**config.mk**
```make
export PLATFORM = sky130hd
export DESIGN_NAME = linebuf_sched
export DESIGN_NICKNAME = d
export VERILOG_FILES = /design/src/rtl/cgia_pkg.sv /design/src/rtl/htimer.sv /design/src/rtl/linebuf_sched.sv
export SDC_FILE = /design/constraint.sdc
export NUM_CORES = 1
export LEC_CHECK = 0
export CORE_ASPECT_RATIO = 1.2
export CORE_MARGIN = 5
export CORE_UTILIZATION = 55
export DETAILED_ROUTE_END_ITERATION = 12
export GPL_TIMING_DRIVEN = 0
export PLACE_DENSITY = 0.89
export SYNTH_ARGS = -nofsm -noshare
export SYNTH_HDL_FRONTEND = slang
export SYNTH_SLANG_ARGS = --single-unit
```
**constraint.sdc**
```tcl
create_clock -name dotclk_i -period 2.99 [get_ports dotclk_i]
set_input_delay 0.598 -clock dotclk_i [delete_from_list [all_inputs] [get_ports dotclk_i]]
set_output_delay 0.598 -clock dotclk_i [all_outputs]
set_load 0.01 [all_outputs]
```
**src/rtl/cgia_pkg.sv**
```systemverilog
// Shared types and default timing for the scanline line-buffer scheduler.
package cgia_pkg;

  // Progress of the fill of the write bank during one scanline
  typedef enum logic [1:0] {
    FS_IDLE,
    FS_REQ,
    FS_FILL,
    FS_DONE
  } fill_state_e;

  // Default horizontal timing in dot clocks
  localparam int DEF_H_TOTAL  = 800;
  localparam int DEF_H_ACTIVE = 512;
  localparam int DEF_HS_START = 528;
  localparam int DEF_HS_END   = 592;

  // Default number of words written into a bank per line fill
  localparam int DEF_FILL_LEN = 512;

  // Width of the line buffer write address
  localparam int ADR_W = 9;

endpackage

```
**src/rtl/htimer.sv**
```systemverilog
// Horizontal dot counter: produces feeder enable, hsync, line start and the
// swap event that marks the last dot of every scanline.
module htimer
  import cgia_pkg::*;
#(
  parameter int H_TOTAL  = DEF_H_TOTAL,
  parameter int H_ACTIVE = DEF_H_ACTIVE,
  parameter int HS_START = DEF_HS_START,
  parameter int HS_END   = DEF_HS_END
) (
  input  logic dotclk_i,
  input  logic rst_ni,
  output logic swap_o,
  output logic scanline_en_o,
  output logic hsync_o,
  output logic line_start_o
);

  localparam int HW = $clog2(H_TOTAL);
  localparam logic [HW-1:0] LAST_CNT = HW'(H_TOTAL - 1);
  localparam logic [HW-1:0] ACT_END  = HW'(H_ACTIVE);
  localparam logic [HW-1:0] HS_FIRST = HW'(HS_START);
  localparam logic [HW-1:0] HS_AFTER = HW'(HS_END);

  logic [HW-1:0] hcount_q;
  logic [HW-1:0] hcount_d;
  logic          scanline_en_q;
  logic          hsync_q;
  logic          line_start_q;

  // The swap event is the last dot of the line, seen directly on the counter
  assign swap_o = (hcount_q == LAST_CNT);

  // Next dot position, wrapping at the end of the line
  always_comb begin
    hcount_d = swap_o ? '0 : hcount_q + 1'b1;
  end

  // Counter and registered timing strobes decoded from the current dot
  always_ff @(posedge dotclk_i or negedge rst_ni) begin
    if (!rst_ni) begin
      hcount_q      <= '0;
      scanline_en_q <= 1'b0;
      hsync_q       <= 1'b0;
      line_start_q  <= 1'b0;
    end else begin
      hcount_q      <= hcount_d;
      scanline_en_q <= (hcount_q < ACT_END);
      hsync_q       <= (hcount_q >= HS_FIRST) && (hcount_q < HS_AFTER);
      line_start_q  <= swap_o;
    end
  end

  assign scanline_en_o = scanline_en_q;
  assign hsync_o       = hsync_q;
  assign line_start_o  = line_start_q;

endmodule

```
**src/rtl/linebuf_sched.sv**
```systemverilog
// Double-buffered line buffer scheduler: requests a fill of the write bank
// each displayed line and swaps banks at the end of the line only if the
// fill finished; an unfinished fill is aborted and flagged as underrun.
module linebuf_sched
  import cgia_pkg::*;
#(
  parameter int H_TOTAL  = DEF_H_TOTAL,
  parameter int H_ACTIVE = DEF_H_ACTIVE,
  parameter int HS_START = DEF_HS_START,
  parameter int HS_END   = DEF_HS_END,
  parameter int FILL_LEN = DEF_FILL_LEN
) (
  input  logic             dotclk_i,
  input  logic             rst_ni,
  input  logic             line_en_i,
  input  logic             ack_i,
  input  logic             wr_stb_i,
  input  logic             clr_i,
  output logic             scanline_en_o,
  output logic             hsync_o,
  output logic             line_start_o,
  output logic             req_o,
  output logic             abort_o,
  output logic [ADR_W-1:0] w_adr_o,
  output logic             w_bank_o,
  output logic             r_bank_o,
  output logic             underrun_o
);

  localparam logic [ADR_W-1:0] LAST_ADR = ADR_W'(FILL_LEN - 1);

  fill_state_e      state_q;
  fill_state_e      state_d;
  logic [ADR_W-1:0] w_adr_q;
  logic [ADR_W-1:0] w_adr_d;
  logic             req_q;
  logic             req_d;
  logic             abort_q;
  logic             abort_d;
  logic             underrun_q;
  logic             underrun_d;
  logic             w_bank_q;
  logic             w_bank_d;
  logic             r_bank_q;
  logic             r_bank_d;

  logic swap;
  logic last_stb;
  logic toggle;
  logic abort_ev;
  logic ur_set;

  htimer #(
    .H_TOTAL (H_TOTAL),
    .H_ACTIVE(H_ACTIVE),
    .HS_START(HS_START),
    .HS_END  (HS_END)
  ) u_htimer (
    .dotclk_i     (dotclk_i),
    .rst_ni       (rst_ni),
    .swap_o       (swap),
    .scanline_en_o(scanline_en_o),
    .hsync_o      (hsync_o),
    .line_start_o (line_start_o)
  );

  // Fill state register
  always_ff @(posedge dotclk_i or negedge rst_ni) begin
    if (!rst_ni) begin
      state_q <= FS_IDLE;
    end else begin
      state_q <= state_d;
    end
  end

  // Next fill state and write address; the swap event overrides ack/strobe
  always_comb begin
    state_d  = state_q;
    w_adr_d  = w_adr_q;
    toggle   = 1'b0;
    abort_ev = 1'b0;
    ur_set   = 1'b0;
    last_stb = (state_q == FS_FILL) && wr_stb_i && (w_adr_q == LAST_ADR);
    if (swap) begin
      w_adr_d = '0;
      state_d = line_en_i ? FS_REQ : FS_IDLE;
      if ((state_q == FS_DONE) || last_stb) begin
        toggle = 1'b1;
      end else if ((state_q == FS_REQ) || (state_q == FS_FILL)) begin
        abort_ev = 1'b1;
        ur_set   = line_en_i;
      end
    end else begin
      case (state_q)
        FS_REQ: begin
          if (ack_i) begin
            state_d = FS_FILL;
            w_adr_d = '0;
          end
        end
        FS_FILL: begin
          if (wr_stb_i) begin
            w_adr_d = w_adr_q + 1'b1;
            if (last_stb) begin
              state_d = FS_DONE;
            end
          end
        end
        default: begin
        end
      endcase
    end
  end

  // Next values of the registered outputs; an underrun set beats a clear
  always_comb begin
    req_d      = (state_d == FS_REQ);
    abort_d    = abort_ev;
    underrun_d = ur_set ? 1'b1 : (clr_i ? 1'b0 : underrun_q);
    w_bank_d   = toggle ? ~w_bank_q : w_bank_q;
    r_bank_d   = toggle ? ~r_bank_q : r_bank_q;
  end

  // Output and datapath registers
  always_ff @(posedge dotclk_i or negedge rst_ni) begin
    if (!rst_ni) begin
      w_adr_q    <= '0;
      req_q      <= 1'b0;
      abort_q    <= 1'b0;
      underrun_q <= 1'b0;
      w_bank_q   <= 1'b1;
      r_bank_q   <= 1'b0;
    end else begin
      w_adr_q    <= w_adr_d;
      req_q      <= req_d;
      abort_q    <= abort_d;
      underrun_q <= underrun_d;
      w_bank_q   <= w_bank_d;
      r_bank_q   <= r_bank_d;
    end
  end

  assign req_o      = req_q;
  assign abort_o    = abort_q;
  assign underrun_o = underrun_q;
  assign w_adr_o    = w_adr_q;
  assign w_bank_o   = w_bank_q;
  assign r_bank_o   = r_bank_q;

endmodule

```
==> Word level (Yosys, flattened, before mapping) <==
Cells that the tools add are included.
{ "word_totals": {"output_inout_bits": 17, "word_cells": 55, "reg_bits": 29} }
{ "classes": {"n_addsub": 2, "bitwise_logic": 2, "eq_ne": 8, "reduce_logical": 8, "n_lt_le_gt_ge": 3, "mux": 21} }
{ "ops": {"columns": ["operator", "count"], "rows": [
  ["2-to-1 mux 9 bit", 3],
  ["< comparator 10 bit, second input constant", 2],
  ["case mux 9 bit (2 select lines)", 1],
  ["2-to-1 mux 1 bit", 11],
  ["adder 10 x 1 -> 10 bit, second input constant", 1],
  ["equality test 10 bit, second input constant", 1],
  ["greater-or-equal comparator 10 bit, second input constant", 1],
  ["2-to-1 mux 10 bit", 1],
  ["adder 9 x 1 -> 9 bit, second input constant", 1],
  ["equality test 9 bit, second input constant", 1],
  ["2-to-1 mux 2 bit", 4],
  ["inequality test 3 x 2 -> 1 bit, second input constant", 2],
  ["equality test 2 x 1 -> 1 bit, second input constant", 2],
  ["equality test 2 bit, second input constant", 2],
  ["case mux 2 bit (2 select lines)", 1],
  ["logical AND 1 bit", 3],
  ["AND reduction 3 bit", 1],
  ["nonzero test 3 bit", 1],
  ["logical OR 1 bit", 2],
  ["NOT 1 bit", 2],
  ["nonzero test 2 bit", 1]
]} }

==> Logic depth before layout (Yosys ltp) <==
Gate-level depths: netlist of the first run.
{ "depth": {"word_depth": 8, "mapped_depth": 8, "depth_no_buf": 8} }

==> By module <==
A second synthesis of the first run with hierarchy kept.
{ "hier_totals": {"cells_unflattened": 136, "area_unflattened_um2": 1514.0} }
{ "by_module_without_submodules": {"columns": ["mod", "cells_each", "seq_area_each_um2", "area_each_um2", "n_inst"], "rows": [
  ["linebuf_sched", 85, 401.6, 908.4, 1],
  ["htimer", 51, 325.3, 605.6, 1]
]} }

==> Worst setup path after synthesis of the first run <==
Ideal clock, no wire load.
{ "synth_path": {"path_kind": "reg2reg", "startpoint": "reg w_adr_q[0], in the netlist w_adr_o[0]", "endpoint": "reg req_q, in the netlist req_o", "arrival_ps": 1839, "stages_incl_launch_ff": 9, "setup_slack_ps": 1085, "n_path_buf": 0, "path_cell_list": "dfrtp_1 ha_1 nand3_1 nor4_1 ha_1 nand3_1 or2_2 a21oi_1 a22o_1"} }
{ "synth_via": {"elab_chain_cells": 7} }
{ "synth_lines": {"columns": ["item", "line_no", "source"], "rows": [
  ["start, declared", "linebuf_sched.sv:34", "logic [ADR_W-1:0] w_adr_q;"],
  ["start signal, assigned", "linebuf_sched.sv:134", "w_adr_q <= w_adr_d;"],
  ["equality test 9 bit", "linebuf_sched.sv:83", "last_stb = (state_q == FS_FILL) && wr_stb_i && (w_adr_q == LAST_ADR);"],
  ["logical AND 1 bit", "linebuf_sched.sv:83", null],
  ["2-to-1 mux 2 bit", "linebuf_sched.sv:104", "if (last_stb) begin"],
  ["2-to-1 mux 2 bit", "linebuf_sched.sv:102", "if (wr_stb_i) begin"],
  ["case mux 2 bit (2 select lines)", "linebuf_sched.sv:94", "case (state_q)"],
  ["2-to-1 mux 2 bit", "linebuf_sched.sv:84", "if (swap) begin"],
  ["equality test 2 x 1 -> 1 bit", "linebuf_sched.sv:117", "req_d = (state_d == FS_REQ);"],
  ["net req_d", "linebuf_sched.sv:37", "logic req_d;"],
  ["end signal, assigned", "linebuf_sched.sv:135", "req_q <= req_d;"],
  ["end, declared", "linebuf_sched.sv:36", "logic req_q;"]
]} }
The timed path passes the listed nets, and every way through them passes these cells.
A chain may end at the register's enable or synchronous reset.

==> Final worst setup path of the first run <==
{ "layout_path": {"startpoint": "reg w_adr_q[1], in the netlist w_adr_o[1]", "endpoint": "reg req_q, in the netlist req_o"} }
The elaborated chain is that of the path after synthesis.

==> flow_summary.toml, run 1 <==
[status]
status = "complete, no violations"

[power_and_ir_drop]
p_total_uw = 641
pwr_density_cell_mw_per_mm2 = 366
peakVddDrop_mv = 0.342
leakage_uw = 0.000812

[worst_setup_path]
reg2reg_depth = 8
crit_fanout = 5
crit_type = "flip-flop to flip-flop"
crit_end = "req_o"
startpoint_type = "flip-flop"
cp.arrival_ns = 2.52
endpoint_kind = "flip-flop"
crit_path_start = "w_adr_o[1]"
cp.required_ns = 3.28
r2r_slack_ns = 0.76
crit-reg2reg-capture = "req_o"
reg2reg_from = "w_adr_o[1]"

[logic_synthesis]
syn_area_per_cell_um2 = 10.3
yosys-top-cells-area = "dfrtp_1 49%, ha_1 6.1%, nor2_1 4.4%"
synth_top_area_share_pct = 48.7
synth-main-ff-cell = "dfrtp_1"
ys_seq_area_share_pct = 50.5
synth_most_common_cell = "dfrtp_1"
synth_area_leader_cell = "dfrtp_1"
synth-async-reset-ratio_pct = 100
ys_ff_latch = 29
synth_area_mm2 = 0.00144
syn_nets = 153
yosysWarningCount = 0
netlist_top_cells_count = "28 x dfrtp_1, 17 x nor2_1, 11 x inv_1, 7 x ha_1, 7 x nand2_1"
ys_types = 38
synth_enable_flop_cells = 0
syn_inst = 140

[die]
core-area_mm2 = 0.00253
placement_rows = 20
die-height_um = 66.0
initial_core_util_pct = 56.9
io-pin-count = 23
die_area_mm2 = 0.00374
die_w_um = 56.7

[routing]
routed_wl_um = 2900
viasPerCell = 5.49
dr.pass1.iters = 4
avgRoutedWirePerCell_um = 14.3
detailedRoute.firstIterationViolations = 49
ant_nets = 0
num_vias = 1114
drcViolationCount = 0

[place]
place_congestion = 0.810
placed_cells = 195
numPortBuffers = 22
placed_cell_area_mm2 = 0.00170
dp_hpwl_um = 2070

[timing]
rsz0062_at_grt = "false"
worst_pin_slew_ns = 0.628
slew_violations = 0
period_share_pct = 74.5
final-setup-viol-count = 0
hold_viol_final = 0
fin_skew_ns = 0.00976
fin_crit_ns = 2.23
tns_ns = 0
max_freq_ghz = 0.449
max_slew_margin_pct = 58.2

[clock_tree]
clock-sinks = 29
cts_buffer_depth = 2
postCtsHoldBufs = 0
path_clk_slew_ns = 0.10
htreeDepth = 2
postCtsSetupRepairBufs = 0
numCtsBuffers = 5
clkLatencyLatePin_ns = 0.34
root_buffer = "clkbuf_4"
cts_tree = "yes"
cts_resized = 0

[grt]
grt-ovfl-total = 0
grt_pass1_vias = 1172
grt_pass1_wl_um = 5140
grt_start_max_net_pins = 30
antenna_found_initial = 0
grtUsageTotal_pct = 18.1

[layout]
fin_cells = 203
num_antenna_cells = 0
max_flop_register = "u_htimer.hcount_q"
largest_reg_flops = 10
regArea_um2 = 727
syn_to_final_growth_pct = 21.7
fillers = 194
drive_gt1_share_pct = 11.2
final_area_mm2 = 0.00175
multi_input_area_um2 = 657
fin_nets = 182

[worst_hold_path]
hold_path.class = "input port to asynchronous set/reset pin"

[job]
cap_violations = 0
[placed cells by master, fill, tap and decap left out, types with 2 or more instances in the layout]
| master | count |
|---|---|
| o21ai_0 | 6 |
| clkinv_2 | 2 |
| dfrtp_1 | 28 |
| xor2_1 | 5 |
| clkbuf_4 | 5 |
| inv_1 | 11 |
| nand4_1 | 2 |
| nor2_1 | 17 |
| and2_1 | 4 |
| a21oi_1 | 5 |
| buf_2 | 3 |
| or4_1 | 2 |
| nor4_1 | 3 |
| nand2_1 | 7 |
| nand3_1 | 6 |
| ha_1 | 7 |
| o31ai_1 | 2 |
| xnor2_1 | 5 |
| a22oi_1 | 3 |
| clkdlybuf4s50_1 | 21 |
| and3_1 | 2 |
| mux2i_1 | 2 |
| a21o_1 | 3 |
[logic make-up (layout without fill, tap and decap cells)]
logic type               after synthesis  after routing  share of synthesized area (%)
adder cells (fa/ha/maj)                7              7                           6.09
flip-flops                            29             29                           50.5
buffers and inverters                 14             44                           3.83
AO/OA/AOI/OAI                         24             24                           11.6
multiplexers                           2              2                           1.39
AND/OR/NAND/NOR                       54             54                           20.5
XOR/XNOR                              10             10                           6.09
[worst min path at each step]
stage / endpoint / startpoint / slack, ns / depth (start not counted)
2_1_floorplan: abort_o / rst_ni / 0.30 / 0
3_3_place_gp: r_bank_o / r_bank_o / 0.46 / 1
5_1_grt: abort_o / rst_ni / 0.31 / 1
3_5_place_dp: r_bank_o / r_bank_o / 0.46 / 1
6_report: abort_o / rst_ni / 0.26 / 1
4_1_cts: r_bank_o / r_bank_o / 0.48 / 1
[through the flow]
step / setup slack, ns / util (%) / hold slack, ns
final: 0.763 / 69.3 / 0.260
after floorplan: 1.09 / - / 0.302
after detailed placement: 0.798 / 67.3 / 0.462
after global routing: 0.647 / 69.3 / 0.310
after CTS: 0.782 / 69.5 / 0.481
after global placement: 0.823 / 67.3 / 0.460
[area by class of cell]
cell class | count | share of cell area, %
flip-flops and latches | 29 | 41.5
multi-input cells | 97 | 37.5
inverters | 11 | 2.36
clock buffers | 5 | 2.14
plain buffers | 3 | 0.786
well taps | 33 | 2.36
clock inverters | 3 | 1.00
repair buffers | 22 | 12.3
[where the power goes]
part,switching [µW],internal (µW),total [µW]
logic,9.56,5.79,15.3
registers,0,392,392
clock network,146,88.3,234
total,155,486,641
[routing by layer]
metal,GRT usage [%],part of all wire (%)
met3,5.08,5.2
met4,12.5,1.9
met5,0,0
met2,31.6,53
met1,18.7,40
[critical path, cell delays in order (launching register included)]
cell,delay (ns)
dfrtp_1,0.46
ha_1,0.23
nand3_1,0.18
nor4_1,0.33
ha_1,0.23
nand3_1,0.10
or2_2,0.28
a21oi_1,0.19
a22o_1,0.16
Power figures use the tool's default switching activity.
==> run 2, diff against run 1 <==
- CORE_UTILIZATION: 55 -> 47
- PLACE_DENSITY: 0.89 -> 0.81
- clock period: 2.99 -> 2 ns (I/O delays scaled with it)
==> run 2 against run 1 <==
  * Die area increased by 14%
  * Maximum frequency increased by 16%
  * Setup slack got worse by 0.69 ns
  * Register-to-register slack got worse by 0.69 ns
  * Wire length increased by 4.4%
  * Final cell count increased by 2.5%
  * Largest cell class unchanged
==> flow_summary.toml, run 2 (synthesized netlist as in run 1, its figures left out) <==
[timing]
tns_ns = 0
hold_slack_ns = 0.0905
period_share_pct = 96.2
max_freq_ghz = 0.520
hold_viol_final = 0
fin_crit_ns = 1.92
fin_skew_ns = 0.00855
max_slew_margin_pct = 57.0
final-setup-viol-count = 0
worst_pin_slew_ns = 0.645
slew_violations = 0

[worst_setup_path]
cp.required_ns = 2.26
startpoint_type = "flip-flop"
endpoint_kind = "flip-flop"
crit_type = "flip-flop to flip-flop"
crit_fanout = 5
cp.arrival_ns = 2.19

[die]
die_area_mm2 = 0.00427
io-pin-count = 23
placement_rows = 22
die_w_um = 60.5
core-area_mm2 = 0.00300
die-height_um = 70.6
initial_core_util_pct = 48.0

[power_and_ir_drop]
peakVddDrop_mv = 0.426
leakage_uw = 0.000828
share_seq_of_total_power_pct = 57.5
internal_power_uw = 798
p_comb_share_pct = 2.3
p_total_uw = 1020
p_sw_uw = 221
pwr_density_cell_mw_per_mm2 = 553
pwr-share-clk_pct = 40.2
sw_frac_of_total_pct = 21.7

[layout]
fin_nets = 184
final_common_cell = "dfrtp_1"
fin_util_pct = 61.4
drive_gt1_share_pct = 15.7
largest_reg_flops = 10
syn_to_final_growth_pct = 28.0
max_flop_register = "u_htimer.hcount_q"
layout_common_cells = "27 x dfrtp_1, 21 x clkdlybuf4s50_1, 17 x nor2_1"
num_antenna_cells = 0

[clock_tree]
clkLatencyLatePin_ns = 0.33
path_clk_slew_ns = 0.10
clock-sinks = 29
numCtsBuffers = 5
htreeDepth = 2
cts_buffer_depth = 2
root_buffer = "clkbuf_4"
cts_tree = "yes"

[grt]
grt-ovfl-total = 0
grt_pass1_vias = 1155
antenna_found_initial = 0
grt_pass1_wl_um = 5240
grt_start_max_net_pins = 30
grtUsageTotal_pct = 16.0

[place]
place_congestion = 0.805
dp_hpwl_um = 2180
numPortBuffers = 22

[job]
cap_violations = 0

[routing]
viasPerCell = 5.54
avgRoutedWirePerCell_um = 14.6
ant_nets = 0
dr.pass1.iters = 4
routed_wl_um = 3030
drcViolationCount = 0
num_vias = 1153
detailedRoute.firstIterationViolations = 31

[worst_hold_path]
hold_path.class = "input port to asynchronous set/reset pin"

[status]
status = "complete, no violations"
run 2: layout make-up:
type | count | area (µm²)
fill | 257 | 1160
sequential | 29 | 728
multi-input combinational | 97 | 713
timing repair buffer | 24 | 230
clock buffer | 7 | 65.1
tap | 36 | 45.0
inverter | 11 | 41.3
buffer | 3 | 13.8
clock inverter | 1 | 5.00
run 2: through the flow:
step	cell area, µm²	cells	worst slack, ns
2_1_floorplan	1440	140	0.0953
3_3_place_gp	1700	198	-0.0827
3_5_place_dp	1700	198	-0.194
4_1_cts	1800	208	0.0545
5_1_grt	1840	208	-0.0167
6_report	1840	208	0.0761
run 2: routing by layer:
layer / wire length (µm) / vias to the layer above / global-route usage, %
li1: - / 544 / -
met1: 1210 / 576 / 20.3
met2: 1620 / 24 / 26.0
met3: 138 / 9 / 4.20
met4: 56 / 0 / 6.02
met5: 0 / - / 0
run 2: power groups by stage:
stage | Combinational [µW] | Clock [µW] | Sequential, µW
6_report | 23.7 | 409 | 586
5_1_grt | 27.0 | 462 | 586
4_1_cts | 25.5 | 425 | 586
3_5_place_dp | 25.2 | 0 | 598
3_3_place_gp | 24.6 | 0 | 598
2_1_floorplan | 1.78 | 0 | 598
run 2: worst max-delay path: stages (launching register included):
cell     delay, ns
dfrtp_1       0.41
ha_4          0.17
nand3_4       0.10
nor4_4        0.30
ha_2          0.22
nand3_1       0.10
or2_4         0.26
a21oi_4       0.15
a22o_1        0.14
run 2: repair_timing:
item / in CTS / in global routing
hold buffers: 0 / 0
pin swaps: 1 / 4
endpoints found under the setup margin: 3 / 2
gates resized for setup: 4 / 7
setup buffers: 2 / 0
run 2: worst paths after layout:
check	start	endpoint	slack, ns	cells past startpoint
worst max-delay path	w_adr_o[1]	req_o	0.08	8
worst min-delay path	rst_ni	w_adr_o[5]	0.09	1
worst max register to register	w_adr_o[1]	req_o	0.08	8
worst min register to register	r_bank_o	r_bank_o	0.47	1
max in group asynchronous	rst_ni	w_adr_o[0]	1.46	1
min in group dotclk_i	r_bank_o	r_bank_o	0.47	1
==> run 3, diff against run 2 <==
- CTS_CLUSTER_SIZE: not set -> 40
- RECOVER_POWER: not set -> 25
==> run 3 against run 2 <==
  * The run now ends with max-capacitance violations, max-slew violations left
  * Critical path depth did not move
  * Register-to-register slack hardly changed
  * Final area is essentially flat
==> flow_summary.toml, run 3 (synthesized netlist as in run 1, its figures left out) <==
[status]
status = "complete, but fails checks"
failed_checks = "max-capacitance violations, max-slew violations"

[timing]
slew_violations = 30
period_share_pct = 96.2
max_slew_margin_pct = -3.31
hold_viol_final = 0
fin_skew_ns = 0.00855
worst_pin_slew_ns = 1.55
final-setup-viol-count = 0
max_freq_ghz = 0.520
fin_crit_ns = 1.92

[grt]
grt_pass1_vias = 1155
grt_start_max_net_pins = 30
grt_pass1_wl_um = 5240
grt-ovfl-total = 0
grtUsageTotal_pct = 16.0
antenna_found_initial = 0

[die]
die-height_um = 70.6
die_w_um = 60.5
io-pin-count = 23
core-area_mm2 = 0.00300
die_area_mm2 = 0.00427
initial_core_util_pct = 48.0
placement_rows = 22

[layout]
syn_to_final_growth_pct = 27.9
fin_nets = 184
max_flop_register = "u_htimer.hcount_q"
final_common_cell = "dfrtp_1"
fin_util_pct = 61.3
drive_gt1_share_pct = 15.1
num_antenna_cells = 0
layout_common_cells = "27 x dfrtp_1, 21 x clkdlybuf4s50_1, 17 x nor2_1"
fin_cells = 208
final_area_mm2 = 0.00184
largest_reg_flops = 10

[routing]
avgRoutedWirePerCell_um = 14.6
routed_wl_um = 3030
viasPerCell = 5.54
dr.pass1.iters = 4
detailedRoute.firstIterationViolations = 31
ant_nets = 0
num_vias = 1153
drcViolationCount = 0

[worst_setup_path]
startpoint_type = "flip-flop"
cp_top_family = "simple AND/OR/NAND/NOR gates"
crit_fanout = 5
endpoint_kind = "flip-flop"
crit_path_cell_trace = "ha_4 -> nand3_4 -> nor4_4 -> ha_2 -> nand3_1 -> or2_4 -> a21oi_4 -> a22o_1"
crit_type = "flip-flop to flip-flop"
crit_buf_inv = 0
critPathMaxStageDelay_ns = 0.41
crit_path_start = "w_adr_o[1]"
reg2reg_from = "w_adr_o[1]"
cp.required_ns = 2.26
cpMaxStageDelayCell = "dfrtp_1"
cp.arrival_ns = 2.19

[place]
place_congestion = 0.805
placed_cell_area_mm2 = 0.00170
numPortBuffers = 22
dp_hpwl_um = 2180
placed_cells = 198

[job]
cap_violations = 1

[clock_tree]
cts_buffer_depth = 2
clock-sinks = 29
numCtsBuffers = 5
path_clk_slew_ns = 0.10
root_buffer = "clkbuf_4"
cts_tree = "yes"
htreeDepth = 2
clkLatencyLatePin_ns = 0.33
postCtsHoldBufs = 0

[power_and_ir_drop]
pwr_density_cell_mw_per_mm2 = 553
p_total_uw = 1020
peakVddDrop_mv = 0.426
leakage_uw = 0.000825

[worst_hold_path]
hold_path.class = "input port to asynchronous set/reset pin"
## run 3: per-stage QoR
stage | setup TNS [ns] | setup WS [ns] | hold WS (ns)
CTS | 0 | 0.0545 | 0.479
detailed placement | -0.371 | -0.194 | 0.467
global route | -0.0167 | -0.0167 | 0.485
global placement | -0.115 | -0.0827 | 0.459
finish | 0 | 0.0761 | 0.442
floorplan | 0 | 0.0953 | 0.104
## run 3: cell type report
type                            count  area (µm²)
Multi-Input combinational cell     97         713
Buffer                              3        13.8
Clock inverter                      1        5.00
Timing Repair Buffer               24         229
Fill cell                         255        1160
Inverter                           11        41.3
Tap cell                           36        45.0
Clock buffer                        7        65.1
Sequential cell                    29         728
## run 3: report_power, final
group / switching (µW) / internal (µW) / total (µW)
clock network: 206 / 203 / 409
registers: 0 / 586 / 586
logic: 15.0 / 8.29 / 23.3
## run 3: what timing repair did
item | 4_1_cts | 5_1_grt
setup endpoints to repair | 3 | 2
resized for setup | 4 | 7
buffers inserted | 2 | 0
pin swaps | 1 | 4
## run 3: worst paths after layout
check / cells past startpoint / to / slack [ns]
max: 8 / req_o / 0.08
min: 1 / w_adr_o[5] / 0.44
max reg2reg: 8 / req_o / 0.08
min reg2reg: 1 / r_bank_o / 0.47
max in group asynchronous: 1 / w_adr_o[0] / 0.55
min in group dotclk_i: 1 / r_bank_o / 0.47
## run 3: routing by layer
metal / vias to the layer above / track usage [%] / wire [µm]
li1: 544 / - / -
met1: 576 / 20.3 / 1210
met2: 24 / 26.0 / 1620
met3: 9 / 4.20 / 138
met4: 0 / 6.02 / 56
met5: - / 0 / 0
